==> config.mk <==
export PLATFORM = sky130hd
export DESIGN_NAME = pwm_cfg_update_scheduler
export DESIGN_NICKNAME = d
export VERILOG_FILES = /design/src/rtl/pwm_cfg_update_scheduler.sv
export SDC_FILE = /design/constraint.sdc
export NUM_CORES = 1
export LEC_CHECK = 0
export CAP_MARGIN = 25
export CORE_UTILIZATION = 55
export CTS_BUF_LIST = sky130_fd_sc_hd__clkbuf_2
export DETAILED_ROUTE_END_ITERATION = 12
export GPL_TIMING_DRIVEN = 0
export PLACE_DENSITY = 0.94
export SLEW_MARGIN = 10
export SYNTH_ARGS = -nofsm -noshare
export SYNTH_HDL_FRONTEND = slang
export SYNTH_SLANG_ARGS = --single-unit
==> constraint.sdc <==
create_clock -name clk -period 5.76 [get_ports clk]
set_input_delay 1.728 -clock clk [delete_from_list [all_inputs] [get_ports clk]]
set_output_delay 1.728 -clock clk [all_outputs]
set_load 0.01 [all_outputs]
==> src/rtl/pwm_cfg_update_scheduler.sv <==
// PWM configuration update scheduler.
// Owns the PWM period timebase. It lets staged SPI register values settle
// for a programmable window, then commits all five registers atomically at
// the next period boundary, so the output stage never sees half-written or
// mid-period configuration. force_commit bypasses the settle window and
// restarts the period.
module pwm_cfg_update_scheduler #(
  parameter int PRESCALE_DIV  = 13,  // clk cycles per pwm_cnt increment (>= 1)
  parameter int STABLE_CYCLES = 16   // unchanged cycles before a commit is armed (>= 1)
) (
  input  logic       clk,
  input  logic       rst,
  input  logic [7:0] stg_out_7_0,
  input  logic [7:0] stg_out_15_8,
  input  logic [7:0] stg_pwm_7_0,
  input  logic [7:0] stg_pwm_15_8,
  input  logic [7:0] stg_duty,
  input  logic       force_commit,
  output logic [7:0] act_out_7_0,
  output logic [7:0] act_out_15_8,
  output logic [7:0] act_pwm_7_0,
  output logic [7:0] act_pwm_15_8,
  output logic [7:0] act_duty,
  output logic [7:0] pwm_cnt,
  output logic       period_start,
  output logic       commit,
  output logic       update_pending
);

  localparam int PW = (PRESCALE_DIV > 1) ? $clog2(PRESCALE_DIV) : 1;
  localparam int SW = $clog2(STABLE_CYCLES) + 1;

  localparam logic [PW-1:0] PRE_LAST    = PW'(PRESCALE_DIV - 1);
  localparam logic [SW-1:0] STABLE_LAST = SW'(STABLE_CYCLES - 1);

  localparam logic [1:0] IDLE   = 2'd0;
  localparam logic [1:0] SETTLE = 2'd1;
  localparam logic [1:0] ARMED  = 2'd2;

  logic [PW-1:0] prescaler;
  logic [1:0]    state;
  logic [39:0]   snap;
  logic [39:0]   act;
  logic [SW-1:0] stable_cnt;
  logic [39:0]   stg;
  logic          tick;
  logic          boundary;

  // The staged and active values use the same byte order, so the two can be
  // compared directly as single words.
  assign stg = {stg_out_15_8, stg_out_7_0, stg_pwm_15_8, stg_pwm_7_0, stg_duty};
  assign {act_out_15_8, act_out_7_0, act_pwm_15_8, act_pwm_7_0, act_duty} = act;

  assign tick           = (prescaler == PRE_LAST);
  assign boundary       = tick && (pwm_cnt == 8'hFF);
  assign update_pending = (state != IDLE);

  // Timebase: prescaler and period counter. A force restarts the period.
  always_ff @(posedge clk) begin
    // NOTE: sequential state uses non-blocking assignments so every register
    // samples the pre-edge values; blocking here would create order-dependent races.
    if (rst) begin
      prescaler    <= '0;
      pwm_cnt      <= 8'd0;
      period_start <= 1'b0;
    end else if (force_commit) begin
      prescaler    <= '0;
      pwm_cnt      <= 8'd0;
      period_start <= 1'b1;
    end else begin
      period_start <= boundary;
      prescaler    <= tick ? '0 : prescaler + PW'(1);
      if (tick) pwm_cnt <= pwm_cnt + 8'd1;
    end
  end

  // Update sequencing: settle window, arming, and the atomic commit at the boundary.
  always_ff @(posedge clk) begin
    if (rst) begin
      state      <= IDLE;
      snap       <= '0;
      stable_cnt <= '0;
      act        <= '0;
      commit     <= 1'b0;
    end else if (force_commit) begin
      act        <= stg;
      stable_cnt <= '0;
      state      <= IDLE;
      commit     <= 1'b1;
    end else begin
      commit <= 1'b0;
      case (state)
        IDLE: begin
          if (stg != act) begin
            snap       <= stg;
            stable_cnt <= '0;
            state      <= SETTLE;
          end
        end
        SETTLE: begin
          if (stg == act) begin
            state <= IDLE;
          end else if (stg != snap) begin
            snap       <= stg;
            stable_cnt <= '0;
          end else if (stable_cnt == STABLE_LAST) begin
            state <= ARMED;
          end else begin
            stable_cnt <= stable_cnt + SW'(1);
          end
        end
        ARMED: begin
          // A late write wins over the boundary: restart settling instead of
          // committing a value that is already stale.
          if (stg != snap) begin
            snap       <= stg;
            stable_cnt <= '0;
            state      <= SETTLE;
          end else if (boundary) begin
            act    <= snap;
            state  <= IDLE;
            commit <= 1'b1;
          end
        end
        default: state <= IDLE;
      endcase
    end
  end

endmodule

Yosys cells after proc, flatten, opt, wreduce, memory -nomap -nowiden
Index checks and enable logic that the tools add are counted.
{"block": "totals", "latchBits": 0, "romBits": 0, "register_bits": 101, "input_bits": 43, "ram_bits": 0, "n_memories": 0}
{"block": "classes", "add_sub_neg": 3, "order_cmp": 0, "div": 0, "n_eq_ne": 16, "multipliers": 0, "shifts": 0, "bitwise": 1, "n_mux": 26, "n_reduce_logical": 12}
{"operator": "40-bit 2-to-1 mux", "count": 7}
{"operator": "40-bit case mux with 3 select lines", "count": 1}
{"operator": "40-bit != test", "count": 2}
{"operator": "40-bit equality test", "count": 1}
{"operator": "5-bit 2-to-1 mux", "count": 5}
{"operator": "5-bit case mux with 3 select lines", "count": 1}
{"operator": "2-bit 2-to-1 mux", "count": 6}
{"operator": "3-bit != test, second input constant", "count": 4}
{"operator": "8-bit by 1-bit adder with 8-bit output, second input constant", "count": 1}
{"operator": "8-bit equality test, second input constant", "count": 1}
{"operator": "2-bit != test, second input constant", "count": 4}
{"operator": "4-bit AND reduction", "count": 2}
{"operator": "2-bit case mux with 3 select lines", "count": 1}
{"operator": "2-bit nonzero test", "count": 3}
{"operator": "5-bit by 1-bit adder with 5-bit output, second input constant", "count": 1}
{"operator": "5-bit by 4-bit equality test with 1-bit output, second input constant", "count": 1}
{"operator": "1-bit 2-to-1 mux", "count": 5}
{"operator": "5-bit AND reduction", "count": 1}
{"operator": "4-bit by 1-bit adder with 4-bit output, second input constant", "count": 1}
{"operator": "4-bit equality test, second input constant", "count": 1}
{"operator": "3-bit AND reduction", "count": 1}
{"operator": "3-bit nonzero test", "count": 1}
{"operator": "3-bit OR reduction", "count": 1}
{"operator": "2-bit by 1-bit equality test with 1-bit output, second input constant", "count": 1}
{"operator": "other kinds (5)", "count": 5}

Logic depth before layout (Yosys ltp)
Gate-level depths: netlist (run 1).
{"block": "depth", "ltp_word": 6, "ltp_mapped": 11}

Worst setup path before layout (run 1)
Ideal clock, no wire load.
{"block": "synth_path", "path_type": "in2reg", "start": "in stg_pwm_15_8[4]", "end": "reg snap[0]", "t_required_ps": 5632, "n_path_buf": 2, "arrival_time_ps": 3280, "path_slack_ps": 2353, "cell_stages": 9, "cell_sequence": "xor2_1 -> nor4_1 -> nand4_1 -> nor4_4 -> a211o_1 -> buf_4 -> buf_6 -> mux2i_1 -> nor2_1"}
{"block": "synth_via", "elab_chain_cells": 4, "word_cells_on_any_way": 9, "classes_between": "eq/ne: 5; mux: 3; reduce/logical: 1"}
{"element": "start: declaration", "line": "16", "source": "input logic [7:0] stg_pwm_15_8,"}
{"element": "40-bit != test", "line": "103, 115"}
{"element": "40-bit 2-to-1 mux (2 in a row)"}
{"element": "40-bit case mux with 3 select lines"}
{"element": "end signal: assignment", "line": "95", "source": "snap <= stg;"}
{"element": "end signal: assignment", "line": "104", "source": "snap <= stg;"}
{"element": "end signal: assignment", "line": "116", "source": "snap <= stg;"}
{"element": "end: declaration", "line": "42", "source": "logic [39:0] snap;"}
Several ways; a longest one is shown, not always the timed one. The select of a mux whose other input is x is not followed.
A chain may end at the register's enable or synchronous reset.

Worst setup path after layout (run 1)
{"block": "layout_path", "start": "in stg_out_15_8[3]", "end": "reg snap[32]"}
{"block": "layout_via", "elab_chain_cells": 4, "word_cells_on_any_way": 9, "classes_between": "eq/ne: 5; mux: 3; reduce/logical: 1"}
{"element": "start: declaration", "line": "14", "source": "input logic [7:0] stg_out_15_8,"}
{"element": "40-bit != test", "line": "103, 115"}
{"element": "40-bit 2-to-1 mux (2 in a row)"}
{"element": "40-bit case mux with 3 select lines"}
Several ways; a longest one is shown, not always the timed one. The select of a mux whose other input is x is not followed.

==> results by group, run 1 <==
Detailed routing
  • Drt via density: 5.80
  • Via count: around 4500
  • Drt first pass iters: 5
  • DRT iter0 DRCs: 283
  • Drc violations: 0
  • Total wire length: 14200 um
  • Number of nets with antenna violations after routing: 0
  • WL/cell: approximately 18 um

Synth
  • Register area share after synthesis: between 30 and 40%
  • Largest cells by area after synthesis: dfxtp_1 (38%), mux2i_1 (16%), xor2_1 (13%)
  • Cell Area, Synth: approximately 5400 um2
  • Flops & latches, synth: 101
  • Largest area contributor in the netlist: dfxtp_1
  • Top cells by count, synth: dfxtp_1 (101), nor2_1 (94), mux2i_1 (84)
  • Yosys warns: 0
  • Post-synth top flop: dfxtp_1
  • Post-synth net total: 596
  • Number of flops mapped to enable cells by yosys: 0
  • Cells after Synth: 544
  • Post-synth cell types: 37
  • Yosys top cell area share: between 30% and 40%
  • Mean post-synth cell area: 9.86 um2
  • FFs w/ async S/R, synth: 0%
  • Leading cell type by number of instances after synthesis: dfxtp_1

Global routing
  • First-pass GRT wire length: 22500 um
  • All-Layer GR Usage: between 20% and 30%
  • Initial antenna violation count: 0
  • Vias in the first global route: between 4000 and 5000
  • Pin count of the biggest net entering global routing: 20
  • Overflow after GRT: 0

Critical path
  • Data required, critical path: 6.26 ns
  • Worst-path maximum fanout: 10
  • Worst Path Buf+Inv: 3
  • Crit-path cells: clkdlybuf4s50_1, xor2_1, nor4_1, nand4_1, nor4_4, a211o_1, buf_4, buf_6, mux2i_1, nor2_1
  • Setup CP Type: primary input to flop
  • FF-to-FF setup slack: 2.95 ns
  • Critical path arrival: between 4 and 5 ns
  • Worst path max stage delay: roughly 0.56 ns
  • Worst Setup End Kind: flop
  • Crit-path slowest cell: nor4_1
  • CP top delay family: simple AND/OR/NAND/NOR gates
  • Reg2Reg Launch Point: act[35]
  • Worst r2r dst: snap[32]
  • Reg2reg path depth: 9
  • Kind of start point of the critical path: primary input

Cells and area
  • Multi-input gate area: 3100 um2
  • Fillers: 662
  • Fin nets: between 600 and 700
  • Sequential cell area: 2020 um2
  • Number of antenna diodes: 0
  • Layout cells sized above 1: ~11%
  • Syn-to-layout area delta: 22.3%
  • Post-route cell area: roughly 6600 um2

Power
  • PwrDens: 224 nW/um2
  • Peak VDD IR: 0.000150 V
  • Net Sw Power: 0.000491 W
  • Sw frac: 33.4%
  • Final total power: approximately 0.0015 W
  • P_int: 0.000978 W
  • Share of power burned in registers: 53.5%
  • Clock power share: 23.0%
  • Leak Pwr: 2.79 nW
  • Combinational power share: 23.5%

Floorplan
  • IO Pins: 94
  • Core area: 9330 um2
  • Site Rows: 35
  • Chip width: 101 um
  • Die Y: around 100 um
  • Initial core utilization: between 50% and 60%
  • Die ar.: 10200 um2

Clock network
  • Hold-fix buffers, CTS: 0
  • Worst-skew pair later-pin latency: 0.61 ns
  • CTS tree: built
  • CTS HTree Levels: 3
  • Num CTS Buffers: 9
  • # resized after CTS: 0
  • CTS clk-pin slew, worst paths: between 0.2 and 0.3 ns
  • Sinks on the clock net: 101
  • Root Driver: clkbuf_2
  • Post-CTS Setup Inserts: 0
  • Clock Tree Buf Depth: 2

Min path
  • Hold Path Stages: 2
  • Hold endpoint: stable_cnt[4]
  • Hold crit path type: flop to flop
  • Hold_sp: stable_cnt[4]

Timing
  • PnR worst setup slack: about 1.7 ns
  • RSZ-0062 raised after global routing: false
  • Final Hold Fails: 0
  • Worst slew pin tran: between 0.8 and 0.9 ns
  • Clk_skew: 0.0365 ns
  • Period utilisation layout: a little over two thirds
  • Max Slew Vio Count: 0
  • Tmin final: 4.05 ns
  • Top achievable clock speed: 247 MHz
  • Setup TNS Final: 0 ns
  • Slew headroom: 46.1%
  • Worst hold margin: 0.494 ns
  • Finish-stage setup viols: 0

Place
  • DP Wirelength: 10700 um
  • Post-DP Area: roughly 6400 um2
  • Buffers on Ports: 92
  • Final Wtd Congestion: 0.926
  • Worst slack at placement: 1.17 ns

Outcome
  • Status: finished, final reports clean

Job
  • Max-cap viol count: 0
-- layer usage --
metal	vias up	global-route usage, %	part of all wire [%]
met5	-	0	0
met4	0	13.3	3.3
met3	41	4.99	6.5
met2	208	49.8	49
met1	2186	35.3	41
li1	2096	-	-
-- power by group through the flow --
stage	clock [W]	sequential [W]	combinational (W)
floorplan	0	0.000798	0.000192
global placement	0	0.000793	0.000328
detailed placement	0	0.000797	0.000339
CTS	0.000336	0.000784	0.000343
global route	0.000365	0.000791	0.000367
finish	0.000337	0.000786	0.000346
-- placed cells by master, fill, tap and decap left out, drive strengths merged, types with 2 or more instances in the layout --
cell / instances
a211o: 2
a211oi: 40
a21oi: 5
a22oi: 2
and3: 4
buf: 16
clkbuf: 23
clkdlybuf4s50: 92
clkinv: 4
dfxtp: 101
ha: 9
inv: 14
mux2i: 84
nand2: 17
nand3: 5
nand4: 9
nor2: 94
nor2b: 4
nor3: 2
nor4: 20
o21ai: 5
o41ai: 2
or3: 2
xnor2: 10
xor2: 77
-- through the flow --
stage | util (%) | instances
after floorplan | - | 544
after global placement | 69.1 | 765
after detailed placement | 69.1 | 765
after CTS | 70.3 | 781
after global routing | 70.3 | 781
final | 70.3 | 781
-- state kept, by name (all words and copies together), names as in the netlist --
name,flops
commit,1
stable_cnt,5
state,2
act,40
period_start,1
pwm_cnt,8
prescaler,4
snap,40
-- worst max-delay path by stage --
stage / start / to / slack, ns / depth (start not counted)
3_5_place_dp: stg_out_15_8[3] / snap[32] / 1.17 / 10
5_1_grt: stg_out_7_0[1] / stable_cnt[2] / 1.60 / 8
2_1_floorplan: stg_pwm_15_8[4] / snap[0] / 2.35 / 9
4_1_cts: stg_out_15_8[3] / snap[32] / 1.81 / 10
3_3_place_gp: stg_out_15_8[3] / snap[11] / 1.29 / 10
6_report: stg_out_15_8[3] / snap[32] / 1.71 / 10
-- final cells by class --
| cell class | instances | share of cell area [%] |
|---|---|---|
| well taps | 129 | 2.46 |
| clock inverters | 7 | 1.03 |
| repair buffers | 92 | 14.0 |
| inverters | 11 | 0.630 |
| plain buffers | 30 | 3.03 |
| clock buffers | 9 | 0.687 |
| multi-input cells | 402 | 47.3 |
| flip-flops and latches | 101 | 30.8 |
-- kinds of logic after synthesis --
kind of cell	after synthesis	synth area share, %
and+or+nand+nor	162	14.1
adders and majority gates	9	2.10
xor gates and xnor gates	87	14.2
AOI/OAI and AO/OA	60	11.8
DFF	101	37.7
muxes	84	15.7
buffers and inverters	41	4.48
-- worst min-delay path, delay by kind of cell (launching register included) --
family	cells	cell delay, ns
flip-flops	1	0.38
AND/OR/NAND/NOR	1	0.06
multiplexers	1	0.06
(Power assumes the default switching activity.)
==> run 2: changes to the inputs <==
==> constraint.sdc (replaced) <==
create_clock -name clk -period 4 [get_ports clk]
set_input_delay 1.2 -clock clk [delete_from_list [all_inputs] [get_ports clk]]
set_output_delay 1.2 -clock clk [all_outputs]
set_load 0.01 [all_outputs]
==> results of run 2 <==
The final DEF is identical to that of run 1. Status: finished, final reports clean.
Main changes from that run: setup slack after placement 1.17 ns -> -0.0627 ns; setup slack after layout 1.71 ns -> 0.475 ns; register-to-register setup slack 2.95 ns -> 1.19 ns; total power 0.00147 W -> 0.00212 W; worst IR drop on VDD 0.000150 V -> 0.000216 V
==> run 3: changes to the inputs <==
--- a/config.mk
+++ b/config.mk
@@ -11,7 +11,8 @@
 export DETAILED_ROUTE_END_ITERATION = 12
 export GPL_TIMING_DRIVEN = 0
 export PLACE_DENSITY = 0.94
-export SLEW_MARGIN = 10
+export REMOVE_ABC_BUFFERS = 1
+export SLEW_MARGIN = 40
 export SYNTH_ARGS = -nofsm -noshare
 export SYNTH_HDL_FRONTEND = slang
 export SYNTH_SLANG_ARGS = --single-unit
==> constraint.sdc (replaced) <==
create_clock -name clk -period 4.41 [get_ports clk]
set_input_delay 1.323 -clock clk [delete_from_list [all_inputs] [get_ports clk]]
set_output_delay 1.323 -clock clk [all_outputs]
set_load 0.01 [all_outputs]
==> run 3 against run 2 <==
Compared with the run above:
- critical endpoint is now act[11]
- power down 8.9%
- clock-buffer cell count is the same
- non-clock buffer count shrank 24
- setup slack worse by 0.054 ns
- global-route usage fell by 3.6 points
- cell count down 3.3%
- critical path type unchanged
- via count is 8.1% lower
- critical path depth stayed put
- routed wire length shrank 14%
- cell area is 0.86% lower
==> results by group, run 3 (synthesized netlist as in run 1, its figures left out) <==
Cells and area
  • Largest regs: act (40), snap (40), pwm_cnt (8)
  • Sequential cell area: 2020 um2
  • Fillers: 690
  • Layout cells sized above 1: 10.5%
  • Post-route cell area: 6500 um2
  • Commonest non-fill, non-tap cell in the layout: dfxtp_1
  • Cell Count, Final, Fillers Out: ~760
  • Number of antenna diodes: 0
  • Syn-to-layout area delta: 21.2%
  • Fin nets: ~680
  • Most frequent cells in the layout: dfxtp_1 (101), nor2_1 (94), clkdlybuf4s50_1 (91)
  • Multi-input gate area: 3130 um2

Global routing
  • Vias in the first global route: 4232
  • Pin count of the biggest net entering global routing: 45
  • Initial antenna violation count: 0
  • First-pass GRT wire length: about 20000 um
  • All-Layer GR Usage: between 20 and 30%
  • Overflow after GRT: 0

Timing
  • Worst slew pin tran: between 0.6 and 0.7 ns
  • Top achievable clock speed: 251 MHz
  • Max Slew Vio Count: 0
  • Final Hold Fails: 0
  • Finish-stage setup viols: 0
  • RSZ-0062 raised after global routing: false
  • Tmin final: 3.99 ns
  • Clk_skew: 0.0299 ns
  • Slew headroom: 59.2%
  • Period utilisation layout: 90.5%

Critical path
  • Reg2reg path depth: 9
  • Crit-path slowest cell: clkdlybuf4s50_1
  • Worst Setup End Kind: flop
  • Worst-path maximum fanout: 32
  • Worst Path Buf+Inv: 3
  • Crit-path cells: clkdlybuf4s50_1, xor2_1, nor4_1, nand4_1, nor3_2, a31o_4, buf_12, buf_12, nor2_1, a211oi_2
  • Crit path depth: 10
  • Setup CP Type: primary input to flop
  • Worst path max stage delay: 0.52 ns
  • CP top delay family: simple AND/OR/NAND/NOR gates
  • Kind of start point of the critical path: primary input
  • Critical path arrival: 4.51 ns
  • Data required, critical path: 4.93 ns
  • CP most frequent cell: buf_12

Power
  • PwrDens: 296 nW/um2
  • Final total power: just under 0.002 W
  • Peak VDD IR: 0.000204 V
  • Leak Pwr: 2.76 nW

Place
  • Buffers on Ports: 93
  • Placed cells: 741
  • Final Wtd Congestion: 0.803
  • DP Wirelength: 8950 um
  • Post-DP Area: 6370 um2

Clock network
  • CTS tree: built
  • # resized after CTS: 0
  • CTS HTree Levels: 3
  • Post-CTS Setup Inserts: 0
  • Sinks on the clock net: 101
  • Hold-fix buffers, CTS: 0
  • Num CTS Buffers: 9
  • Worst-skew pair later-pin latency: 0.58 ns
  • Clock Tree Buf Depth: 2
  • CTS clk-pin slew, worst paths: 0.26 ns
  • Root Driver: clkbuf_2

Detailed routing
  • Drt via density: 5.51
  • DRT iter0 DRCs: 166
  • Drc violations: 0
  • Drt first pass iters: 4
  • Via count: 4163
  • Number of nets with antenna violations after routing: 0
  • WL/cell: 16.1 um
  • Total wire length: 12200 um

Floorplan
  • Initial core utilization: 57.5%
  • Die ar.: 10200 um2
  • IO Pins: 94
  • Die Y: 101 um
  • Core area: 9330 um2
  • Site Rows: 35
  • Chip width: 101 um

Min path
  • Hold Path Stages: 1
  • Hold crit path type: flop to flop

Outcome
  • Status: finished, final reports clean

Job
  • Max-cap viol count: 0
## run 3: changes by cell type in the layout (fill, tap and decap cells not counted), sizes merged
cell and delta:
buf -9, bufinv +2, clkbuf -14, clkdlybuf4s50 -1, clkinv -1, inv -3
## run 3: cell type report
cell class	count	area share, %
clock inverters	5	1.19
well taps	129	2.48
multi-input cells	402	48.1
repair buffers	98	15.8
inverters	11	0.635
flip-flops and latches	101	31.1
clock buffers	9	0.693
## run 3: worst register-to-register path: stages (launching register included)
cell,delay [ns]
dfxtp_1,0.40
xor2_1,0.17
nor4_1,0.49
nand4_1,0.29
nor3_2,0.46
a31o_4,0.45
buf_12,0.25
buf_12,0.25
nor2_1,0.09
a211oi_2,0.20
## run 3: path summary, 6_finish.rpt
kind / from / end / slack [ns]
setup / recovery: stg_out_15_8[2] / act[11] / 0.42
hold / removal: prescaler[0] / prescaler[0] / 0.50
setup reg to reg: snap[34] / act[11] / 1.34
hold reg to reg: prescaler[0] / prescaler[0] / 0.50
## run 3: layer usage
layer | vias up | part of all wire, % | track usage, %
li1 | 2044 | - | -
met1 | 1970 | 40 | 27.6
met2 | 120 | 51 | 46.0
met3 | 29 | 6.5 | 8.60
met4 | 0 | 2.3 | 8.03
met5 | - | 0 | 0
## run 3: report_power, final
part           switching [W]  leakage [nW]  internal [W]  total (W)
logic               0.000211          1.85      0.000210   0.000421
clock network       0.000305        0.0752      0.000180   0.000485
registers          0.0000515         0.831      0.000971    0.00102
## run 3: per-stage QoR
step	setup slack (ns)	util, %	hold slack (ns)	TNS [ns]
after floorplan	-0.228	-	0.430	-9.15
after global placement	-2.51	67.1	0.443	-199.77
after detailed placement	-0.188	68.3	0.468	-2.53
after CTS	0.476	69.6	0.502	0
after global routing	0.308	69.7	0.525	0
final	0.421	69.7	0.496	0
